==> src/rtl/ctrl_layer_seq_if.sv <==
// Bundle of host, datapath and volume-counter signals for the layer sequencer.
// The master modport is the sequencer; the slave modport is its environment.
interface ctrl_layer_seq_if #(
    parameter int unsigned VW = 16
);
    logic          layer_start;
    logic [VW-1:0] num_vol;
    logic          abort;
    logic          layer_busy;
    logic          layer_done;
    logic          layer_err;
    logic          vol_start;
    logic          vol_done;
    logic [VW-1:0] vol_idx;
    logic          cnt_load;
    logic          cnt_in_vol;
    logic          cnt_clear_vol;
    logic [VW-1:0] cnt_max_val;
    logic          cnt_op_done;

    modport master (
        input  layer_start, num_vol, abort, vol_done, cnt_op_done,
        output layer_busy, layer_done, layer_err, vol_start, vol_idx,
               cnt_load, cnt_in_vol, cnt_clear_vol, cnt_max_val
    );

    modport slave (
        output layer_start, num_vol, abort, vol_done, cnt_op_done,
        input  layer_busy, layer_done, layer_err, vol_start, vol_idx,
               cnt_load, cnt_in_vol, cnt_clear_vol, cnt_max_val
    );
endinterface

==> src/rtl/ctrl_layer_seq.sv <==
// Layer-sequencing controller: walks the volumes of one conv layer, drives the
// volume counter and cross-checks its op_done flag against a shadow index.
module ctrl_layer_seq #(
    parameter int unsigned MNV = 224*224
) (
    input  logic              clk,
    input  logic              rst_n,
    ctrl_layer_seq_if.master  bus
);
    localparam int unsigned VW = $clog2(MNV);

    typedef enum logic [2:0] {
        S_IDLE,
        S_LOAD,
        S_SETTLE,
        S_START,
        S_WAIT,
        S_CHECK,
        S_ADV,
        S_FINISH
    } state_e;

    state_e        state_q, state_d;
    logic [VW-1:0] cnt_max_val_q, cnt_max_val_d;
    logic [VW-1:0] vol_idx_q, vol_idx_d;
    logic          layer_err_q, layer_err_d;
    logic          layer_busy_q, layer_busy_d;
    logic          layer_done_q, layer_done_d;
    logic          vol_start_q, vol_start_d;
    logic          cnt_load_q, cnt_load_d;
    logic          cnt_in_vol_q, cnt_in_vol_d;
    logic          cnt_clear_vol_q, cnt_clear_vol_d;

    logic          abort_act;
    logic          last_vol;

    assign abort_act = bus.abort && (state_q != S_IDLE) && (state_q != S_FINISH);
    assign last_vol  = (vol_idx_q == (cnt_max_val_q - VW'(1)));

    // Next-state, shadow count and error flag; strobes decode the next state so
    // each registered strobe is high exactly while the FSM sits in its state.
    always_comb begin
        state_d       = state_q;
        cnt_max_val_d = cnt_max_val_q;
        vol_idx_d     = vol_idx_q;
        layer_err_d   = layer_err_q;
        cnt_in_vol_d  = 1'b0;

        unique case (state_q)
            S_IDLE: begin
                if (bus.layer_start) begin
                    if (bus.num_vol != '0) begin
                        cnt_max_val_d = bus.num_vol;
                        vol_idx_d     = '0;
                        layer_err_d   = 1'b0;
                        state_d       = S_LOAD;
                    end else begin
                        layer_err_d = 1'b1;
                        state_d     = S_FINISH;
                    end
                end
            end
            S_LOAD:   state_d = S_SETTLE;
            S_SETTLE: state_d = S_START;
            S_START:  state_d = S_WAIT;
            S_WAIT: begin
                if (bus.vol_done) state_d = S_CHECK;
            end
            S_CHECK: begin
                if (bus.cnt_op_done && last_vol) begin
                    state_d = S_FINISH;
                end else if (!bus.cnt_op_done && !last_vol) begin
                    cnt_in_vol_d = 1'b1;
                    vol_idx_d    = vol_idx_q + VW'(1);
                    state_d      = S_ADV;
                end else begin
                    // counter and shadow index disagree about the last volume
                    layer_err_d = 1'b1;
                    state_d     = S_FINISH;
                end
            end
            S_ADV:    state_d = S_START;
            S_FINISH: begin
                vol_idx_d = '0;
                state_d   = S_IDLE;
            end
            default:  state_d = S_IDLE;
        endcase

        if (abort_act) begin
            state_d      = S_FINISH;
            layer_err_d  = 1'b1;
            cnt_in_vol_d = 1'b0;
            vol_idx_d    = vol_idx_q;
        end

        layer_busy_d    = (state_d != S_IDLE);
        vol_start_d     = (state_d == S_START);
        cnt_load_d      = (state_d == S_LOAD);
        layer_done_d    = (state_d == S_FINISH);
        cnt_clear_vol_d = (state_d == S_FINISH);
    end

    always_ff @(posedge clk or negedge rst_n) begin
        if (!rst_n) begin
            state_q         <= S_IDLE;
            cnt_max_val_q   <= '0;
            vol_idx_q       <= '0;
            layer_err_q     <= 1'b0;
            layer_busy_q    <= 1'b0;
            layer_done_q    <= 1'b0;
            vol_start_q     <= 1'b0;
            cnt_load_q      <= 1'b0;
            cnt_in_vol_q    <= 1'b0;
            cnt_clear_vol_q <= 1'b0;
        end else begin
            state_q         <= state_d;
            cnt_max_val_q   <= cnt_max_val_d;
            vol_idx_q       <= vol_idx_d;
            layer_err_q     <= layer_err_d;
            layer_busy_q    <= layer_busy_d;
            layer_done_q    <= layer_done_d;
            vol_start_q     <= vol_start_d;
            cnt_load_q      <= cnt_load_d;
            cnt_in_vol_q    <= cnt_in_vol_d;
            cnt_clear_vol_q <= cnt_clear_vol_d;
        end
    end

    assign bus.layer_busy    = layer_busy_q;
    assign bus.layer_done    = layer_done_q;
    assign bus.layer_err     = layer_err_q;
    assign bus.vol_start     = vol_start_q;
    assign bus.vol_idx       = vol_idx_q;
    assign bus.cnt_load      = cnt_load_q;
    assign bus.cnt_in_vol    = cnt_in_vol_q;
    assign bus.cnt_clear_vol = cnt_clear_vol_q;
    assign bus.cnt_max_val   = cnt_max_val_q;
endmodule

==> src/flat_wrapper.sv <==
// flat-port wrapper written by rule: the top's interface ports become plain ports
module ctrl_layer_seq_flat 
#(
    parameter int unsigned MNV = 224*224
)
  (clk, rst_n, bus_layer_start, bus_num_vol, bus_abort, bus_vol_done, bus_cnt_op_done, bus_layer_busy, bus_layer_done, bus_layer_err, bus_vol_start, bus_vol_idx, bus_cnt_load, bus_cnt_in_vol, bus_cnt_clear_vol, bus_cnt_max_val);
  ctrl_layer_seq_if #(.VW(($clog2(MNV)))) bus_i ();
  input  logic clk;
  input  logic rst_n;
  input wire logic [$bits(bus_i.layer_start)-1:0] bus_layer_start;
  input wire logic [$bits(bus_i.num_vol)-1:0] bus_num_vol;
  input wire logic [$bits(bus_i.abort)-1:0] bus_abort;
  input wire logic [$bits(bus_i.vol_done)-1:0] bus_vol_done;
  input wire logic [$bits(bus_i.cnt_op_done)-1:0] bus_cnt_op_done;
  output wire logic [$bits(bus_i.layer_busy)-1:0] bus_layer_busy;
  output wire logic [$bits(bus_i.layer_done)-1:0] bus_layer_done;
  output wire logic [$bits(bus_i.layer_err)-1:0] bus_layer_err;
  output wire logic [$bits(bus_i.vol_start)-1:0] bus_vol_start;
  output wire logic [$bits(bus_i.vol_idx)-1:0] bus_vol_idx;
  output wire logic [$bits(bus_i.cnt_load)-1:0] bus_cnt_load;
  output wire logic [$bits(bus_i.cnt_in_vol)-1:0] bus_cnt_in_vol;
  output wire logic [$bits(bus_i.cnt_clear_vol)-1:0] bus_cnt_clear_vol;
  output wire logic [$bits(bus_i.cnt_max_val)-1:0] bus_cnt_max_val;
  assign bus_i.layer_start = bus_layer_start;
  assign bus_i.num_vol = bus_num_vol;
  assign bus_i.abort = bus_abort;
  assign bus_i.vol_done = bus_vol_done;
  assign bus_i.cnt_op_done = bus_cnt_op_done;
  assign bus_layer_busy = bus_i.layer_busy;
  assign bus_layer_done = bus_i.layer_done;
  assign bus_layer_err = bus_i.layer_err;
  assign bus_vol_start = bus_i.vol_start;
  assign bus_vol_idx = bus_i.vol_idx;
  assign bus_cnt_load = bus_i.cnt_load;
  assign bus_cnt_in_vol = bus_i.cnt_in_vol;
  assign bus_cnt_clear_vol = bus_i.cnt_clear_vol;
  assign bus_cnt_max_val = bus_i.cnt_max_val;
  ctrl_layer_seq #(.MNV(MNV)) u_core (.clk(clk), .rst_n(rst_n), .bus(bus_i));
endmodule
==> config.mk <==
export PLATFORM = sky130hd
export DESIGN_NAME = ctrl_layer_seq_flat
export DESIGN_NICKNAME = d
export VERILOG_FILES = /design/src/rtl/ctrl_layer_seq_if.sv /design/src/rtl/ctrl_layer_seq.sv /design/src/flat_wrapper.sv
export SDC_FILE = /design/constraint.sdc
export NUM_CORES = 1
export LEC_CHECK = 0
export CAP_MARGIN = 20
export CORE_UTILIZATION = 30
export DETAILED_ROUTE_END_ITERATION = 8
export SETUP_SLACK_MARGIN = 0.4
export SYNTH_ARGS = -nofsm -noshare
export SYNTH_HDL_FRONTEND = slang
export SYNTH_SLANG_ARGS = --single-unit
==> constraint.sdc <==
create_clock -name clk -period 3.4 [get_ports clk]
set_input_delay 0.68 -clock clk [delete_from_list [all_inputs] [get_ports clk]]
set_output_delay 0.68 -clock clk [all_outputs]
set_load 0.005 [all_outputs]
Word-level counts from Yosys, hierarchy flattened. Index checks and enable logic that the tools add are counted.

Add/sub/neg operators: 2. Multiply operators: 0. Div/mod/pow operators: 0. Magnitude comparators: 0. Eq/ne operators: 19. Shifts and indexed selects: 0. Mux-type cells: 22. Bitwise gates (word level): 1. Reductions and logical operators: 16.

Operator list (number): two-way mux 16 bit (4); one-hot mux 16 bit (3 select lines) (1); one-hot mux 3 bit (7 select lines) (1); adder 16 x 1 -> 16 bit, second input constant (1); equality test 16 bit (1); nonzero test 16 bit (1); subtractor 16 x 1 -> 16 bit, second input constant (1); equality test 3 bit, second input constant (5); two-way mux 3 bit (5); nonzero test 3 bit (4); two-way mux 1 bit (10); equality test 3 x 2 -> 1 bit, second input constant (3); inequality test 3 x 2 -> 1 bit, second input constant (3); equality test 3 x 1 -> 1 bit, second input constant (2); AND reduction 6 bit (1); logical AND 1 bit (4); inequality test 2 x 1 -> 1 bit, second input constant (2); inequality test 2 bit, second input constant (2); AND reduction 4 bit (1); logical NOT 3 bit (1); inequality test 3 bit, second input constant (1); AND reduction 3 bit (1); logical NOT 1 bit (2); one-hot mux 1 bit (2 select lines) (1); 2 further kinds (2).

Register bits after elaboration: 41. Bits in latches: 0. Bits in writable memories: 0. Memory bits (read-only): 0. Input port bits: 22. Memories: 0.

Longest topological paths before layout.
Depth after elaboration: 9. Mapped depth: 11. Gate-level depth less buffers: 9.

Worst setup path before layout. No wires, ideal clock.

Kind: reg-to-reg. Start: register u_core.cnt_max_val_q[3], in the netlist u_core.bus.cnt_max_val[3]. End: register u_core.layer_err_q, in the netlist u_core.bus.layer_err. Arrival time: 2.817 ns. Data required time: 3.274 ns. Slack: 0.457 ns. Cell stages (with the launch flop): 11. Clock period less this slack: 2.943 ns. Cell sequence: dfrtp_1 buf_6 or4_4 buf_6 nor3_2 mux2_2 a31o_2 a2111oi_4 buf_6 nor3b_1 a221o_1.

Longest elaborated chain between the ends: 6.

RTL lines: start, declared (line ctrl_layer_seq.sv:24) `logic [VW-1:0] cnt_max_val_q, cnt_max_val_d;`; start signal, assigned (line ctrl_layer_seq.sv:118) `cnt_max_val_q <= cnt_max_val_d;`; subtractor 16 x 1 -> 16 bit * (line ctrl_layer_seq.sv:38) `assign last_vol = (vol_idx_q == (cnt_max_val_q - VW'(1)));`; equality test 16 bit * (line ctrl_layer_seq.sv:38); logical NOT 1 bit (line ctrl_layer_seq.sv:72) `end else if (!bus.cnt_op_done && !last_vol) begin`; logical AND 1 bit (line ctrl_layer_seq.sv:72); inequality test 3 x 2 -> 1 bit (no line); AND reduction 4 bit (no line) *; end signal, assigned (line ctrl_layer_seq.sv:120) `layer_err_q <= layer_err_d;`; end, declared (line ctrl_layer_seq.sv:26) `logic layer_err_q, layer_err_d;`.

Every way passes the cells marked *; elsewhere a longest branch is shown, timed or not. A chain may end at the register's enable or synchronous reset.

Final worst setup path.
Start: register u_core.cnt_max_val_q[4], in the netlist u_core.bus.cnt_max_val[4]. End: register u_core.layer_err_q, in the netlist u_core.bus.layer_err.

Same word-level chain as after synthesis.

==> flow_metrics.env <==
export IMPL_status="complete, no violations"
export IMPL_crit_fanout=6
export IMPL_die_area_um2=9650
export IMPL_rsz0062_at_grt="yes"
export IMPL_cts_buffer_depth=2
export IMPL_syn2layout_area_growth_pct=36.4
export IMPL_gp_congestion=0.801
export IMPL_drive_above_1_share=0.216
export IMPL_synthCells=286
export IMPL_mappedNetlistArea_um2=2780
export IMPL_core_um2=8850
export IMPL_clock_skew_final_ps=2.94
export IMPL_via_per_inst=5.53
export IMPL_min_period_over_period=0.877
export IMPL_cts_root_buf="clkbuf_8"
export IMPL_clk_pin_slew_worst_paths_ps=80
export IMPL_async_reset_ff_frac=1.00
export IMPL_nFillCells=894
export IMPL_grt_overflow_total=0
export IMPL_worst_pin_slew_ps=780
export IMPL_hold_viol_final=0
export IMPL_clk_latency_ps=300
export IMPL_route_detailed_drc=0
export IMPL_dpl_hpwl_um=5460
export IMPL_worst_hold_path_type="input pin to asynchronous set/reset pin"
export IMPL_maxSlewViolCount=0
export IMPL_synthTopCellsByCount="41 x dfrtp_1, 18 x mux2_2, 16 x inv_1, 14 x nand2_1, 14 x or4_1"
export IMPL_yosys_warnings=0
export IMPL_synth_most_common_cell="dfrtp_1"
export IMPL_synth_seq_cells=41
export IMPL_power_mw=2.66
export IMPL_antenna_found_initial=0
export IMPL_nNetsFinal=379
export IMPL_worst_r2r_endpoint="u_core.bus.layer_err$_DFFE_PN0P_"
export IMPL_synth_edf_count=0
export IMPL_antenna_cells=0
export IMPL_gr_usage_all_layers=0.164
export IMPL_first_pass_iters=8
export IMPL_boundaryPins=61
export IMPL_wire_per_inst_um=16.9
export IMPL_routed_wl_um=7780
export IMPL_yosysSeqAreaShare=0.369
export IMPL_leakage_nw=1.44
export IMPL_num_rows=34
export IMPL_cts_max_level=2
export IMPL_drt_iter0_markers=109
export IMPL_end_kind="flop"
export IMPL_fin_util=0.428
export IMPL_die_x_um=98.2
export IMPL_finalSetupViolations=0
export IMPL_holdWs_ps=331
export IMPL_cts_tree="done"
export IMPL_synth_largest_area_cell="dfrtp_1"
export IMPL_relSlewSlack=0.466
export IMPL_initial_core_util=0.314
export IMPL_dieHeight_um=98.2
export IMPL_max_cap_violations=0
export IMPL_cts_inserted_buffers=5
export IMPL_synth_top_flop_cell="dfrtp_1"
export IMPL_period_needed_ps=2980
export IMPL_critPathKind="flop to flop"
export IMPL_cp_data_required_time_ps=3590
export IMPL_synth_top_area_frac=0.369
export IMPL_reg2regPathDepth=10
export IMPL_fmax_mhz=335
export IMPL_grt_pass1_vias=2543
export IMPL_cp_arrival_ps=3170
export IMPL_synth_area_top_cells="dfrtp_1 37%, mux2_2 7.3%, or4_1 3.8%"
export IMPL_power_density_nw_per_um2=701
export IMPL_syn_nets=314
export IMPL_reg2reg_slack_ps=420
export IMPL_clock_sinks=41
export IMPL_io_buffers=60
export IMPL_vias=2543
export IMPL_rr_startpoint="u_core.bus.cnt_max_val[4]$_DFFE_PN0P_"
export IMPL_start_kind="flop"
export IMPL_grt_pass1_wl_um=12700
export IMPL_cts_hold_buf=0
export IMPL_avgSynthCellArea_um2=9.72
export IMPL_yosysUniqueCellTypes=59
export IMPL_fin_tns_setup_ps=0
export IMPL_vdd_drop_max_mv=0.370
export IMPL_ant_nets=0
export IMPL_grt_max_degree=42
-- critical path, cell delays in order (launching register included) --
cell and delay [ps]:
dfrtp_2 440, or4_4 590, buf_6 150, nor3_4 240, mux2_4 320, a31o_2 220, a2111oi_4 290, buf_6 180
buf_12 130, nor3b_1 50, a221o_1 260
-- placed cells by master, fill, tap and decap left out, types with 3 or more instances in the layout --
cell / n
buf_4: 11
nor2_1: 11
o31ai_1: 7
nor2b_1: 3
xnor2_1: 11
dfrtp_2: 3
nand3_1: 9
mux2_2: 17
nor4_1: 8
o211ai_1: 3
or4_1: 11
dfrtp_1: 38
nand4_1: 9
clkbuf_8: 6
xor2_1: 7
ha_1: 6
nor3_1: 5
or3_1: 9
nor3b_1: 3
or4_4: 4
clkdlybuf4s50_1: 59
a21oi_2: 8
a221o_1: 3
a21oi_1: 9
o21ai_0: 3
nand2_1: 14
nand2b_1: 5
inv_1: 16
-- area by class of cell --
cell class | count | area [µm²] | share of cell area
Multi-Input combinational cell | 208 | 1610 | 0.425
Inverter | 16 | 60.1 | 0.0158
Timing Repair Buffer | 79 | 833 | 0.220
Tap cell | 108 | 135 | 0.0356
Clock buffer | 6 | 82.6 | 0.0218
Sequential cell | 41 | 1030 | 0.272
Clock inverter | 2 | 37.5 | 0.00990
-- timing repair --
action,4_1_cts,5_1_grt
pin swaps,1,13
setup buffers,4,4
gates cloned,2,1
setup endpoints to repair,4,20
resized for setup,6,15
-- flip-flops by register name, indices dropped and copies added, names as in the netlist --
signal	cells
u_core.bus.cnt_clear_vol	1
u_core.bus.cnt_in_vol	1
u_core.bus.cnt_load	1
u_core.bus.cnt_max_val	16
u_core.bus.layer_busy	1
u_core.bus.layer_err	1
u_core.bus.vol_idx	16
u_core.bus.vol_start	1
u_core.state_q	3
-- worst max path at each step --
stage                                          startpoint                                 end  depth (start not counted)
finish              u_core.bus.cnt_max_val[4]$_DFFE_PN0P_    u_core.bus.layer_err$_DFFE_PN0P_                         10
CTS                 u_core.bus.cnt_max_val[0]$_DFFE_PN0P_   u_core.bus.vol_idx[9]$_DFFE_PN0P_                         10
floorplan           u_core.bus.cnt_max_val[3]$_DFFE_PN0P_    u_core.bus.layer_err$_DFFE_PN0P_                         10
global route        u_core.bus.cnt_max_val[4]$_DFFE_PN0P_    u_core.bus.layer_err$_DFFE_PN0P_                         10
global placement                          bus_num_vol[12]  u_core.bus.vol_idx[12]$_DFFE_PN0P_                          8
detailed placement                        bus_num_vol[12]  u_core.bus.vol_idx[12]$_DFFE_PN0P_                          8
-- through the flow --
step	worst slack (ps)	instance area [µm²]	std cells
after global placement	331	3440	440
final	417	3790	460
after floorplan	457	2780	286
after global routing	345	3790	460
after detailed placement	303	3440	440
after CTS	401	3660	454
-- layer usage --
metal / GRT usage / wire length [µm] / vias to the layer above
met1: 0.216 / 3560 / 1259
li1: - / - / 1200
met4: 0.0505 / 101 / 0
met3: 0.0336 / 370 / 10
met5: 0 / 0 / -
met2: 0.272 / 3750 / 74
-- where the power goes --
| part | switching, mW | total (mW) | internal [mW] |
|---|---|---|---|
| logic | 0.657 | 1.39 | 0.730 |
| clock network | 0.185 | 0.424 | 0.239 |
| registers | 0.214 | 0.847 | 0.633 |
| total | 1.06 | 2.66 | 1.60 |
-- cells by family after synthesis --
family	Yosys count	synth area share
simple gates	104	0.221
flops	41	0.369
buf+inv	37	0.0711
mux	20	0.0801
xor+xnor	19	0.0653
compound gates	59	0.166
fa+ha+maj	6	0.0270
No activity file was read; power rests on OpenSTA's default activity.
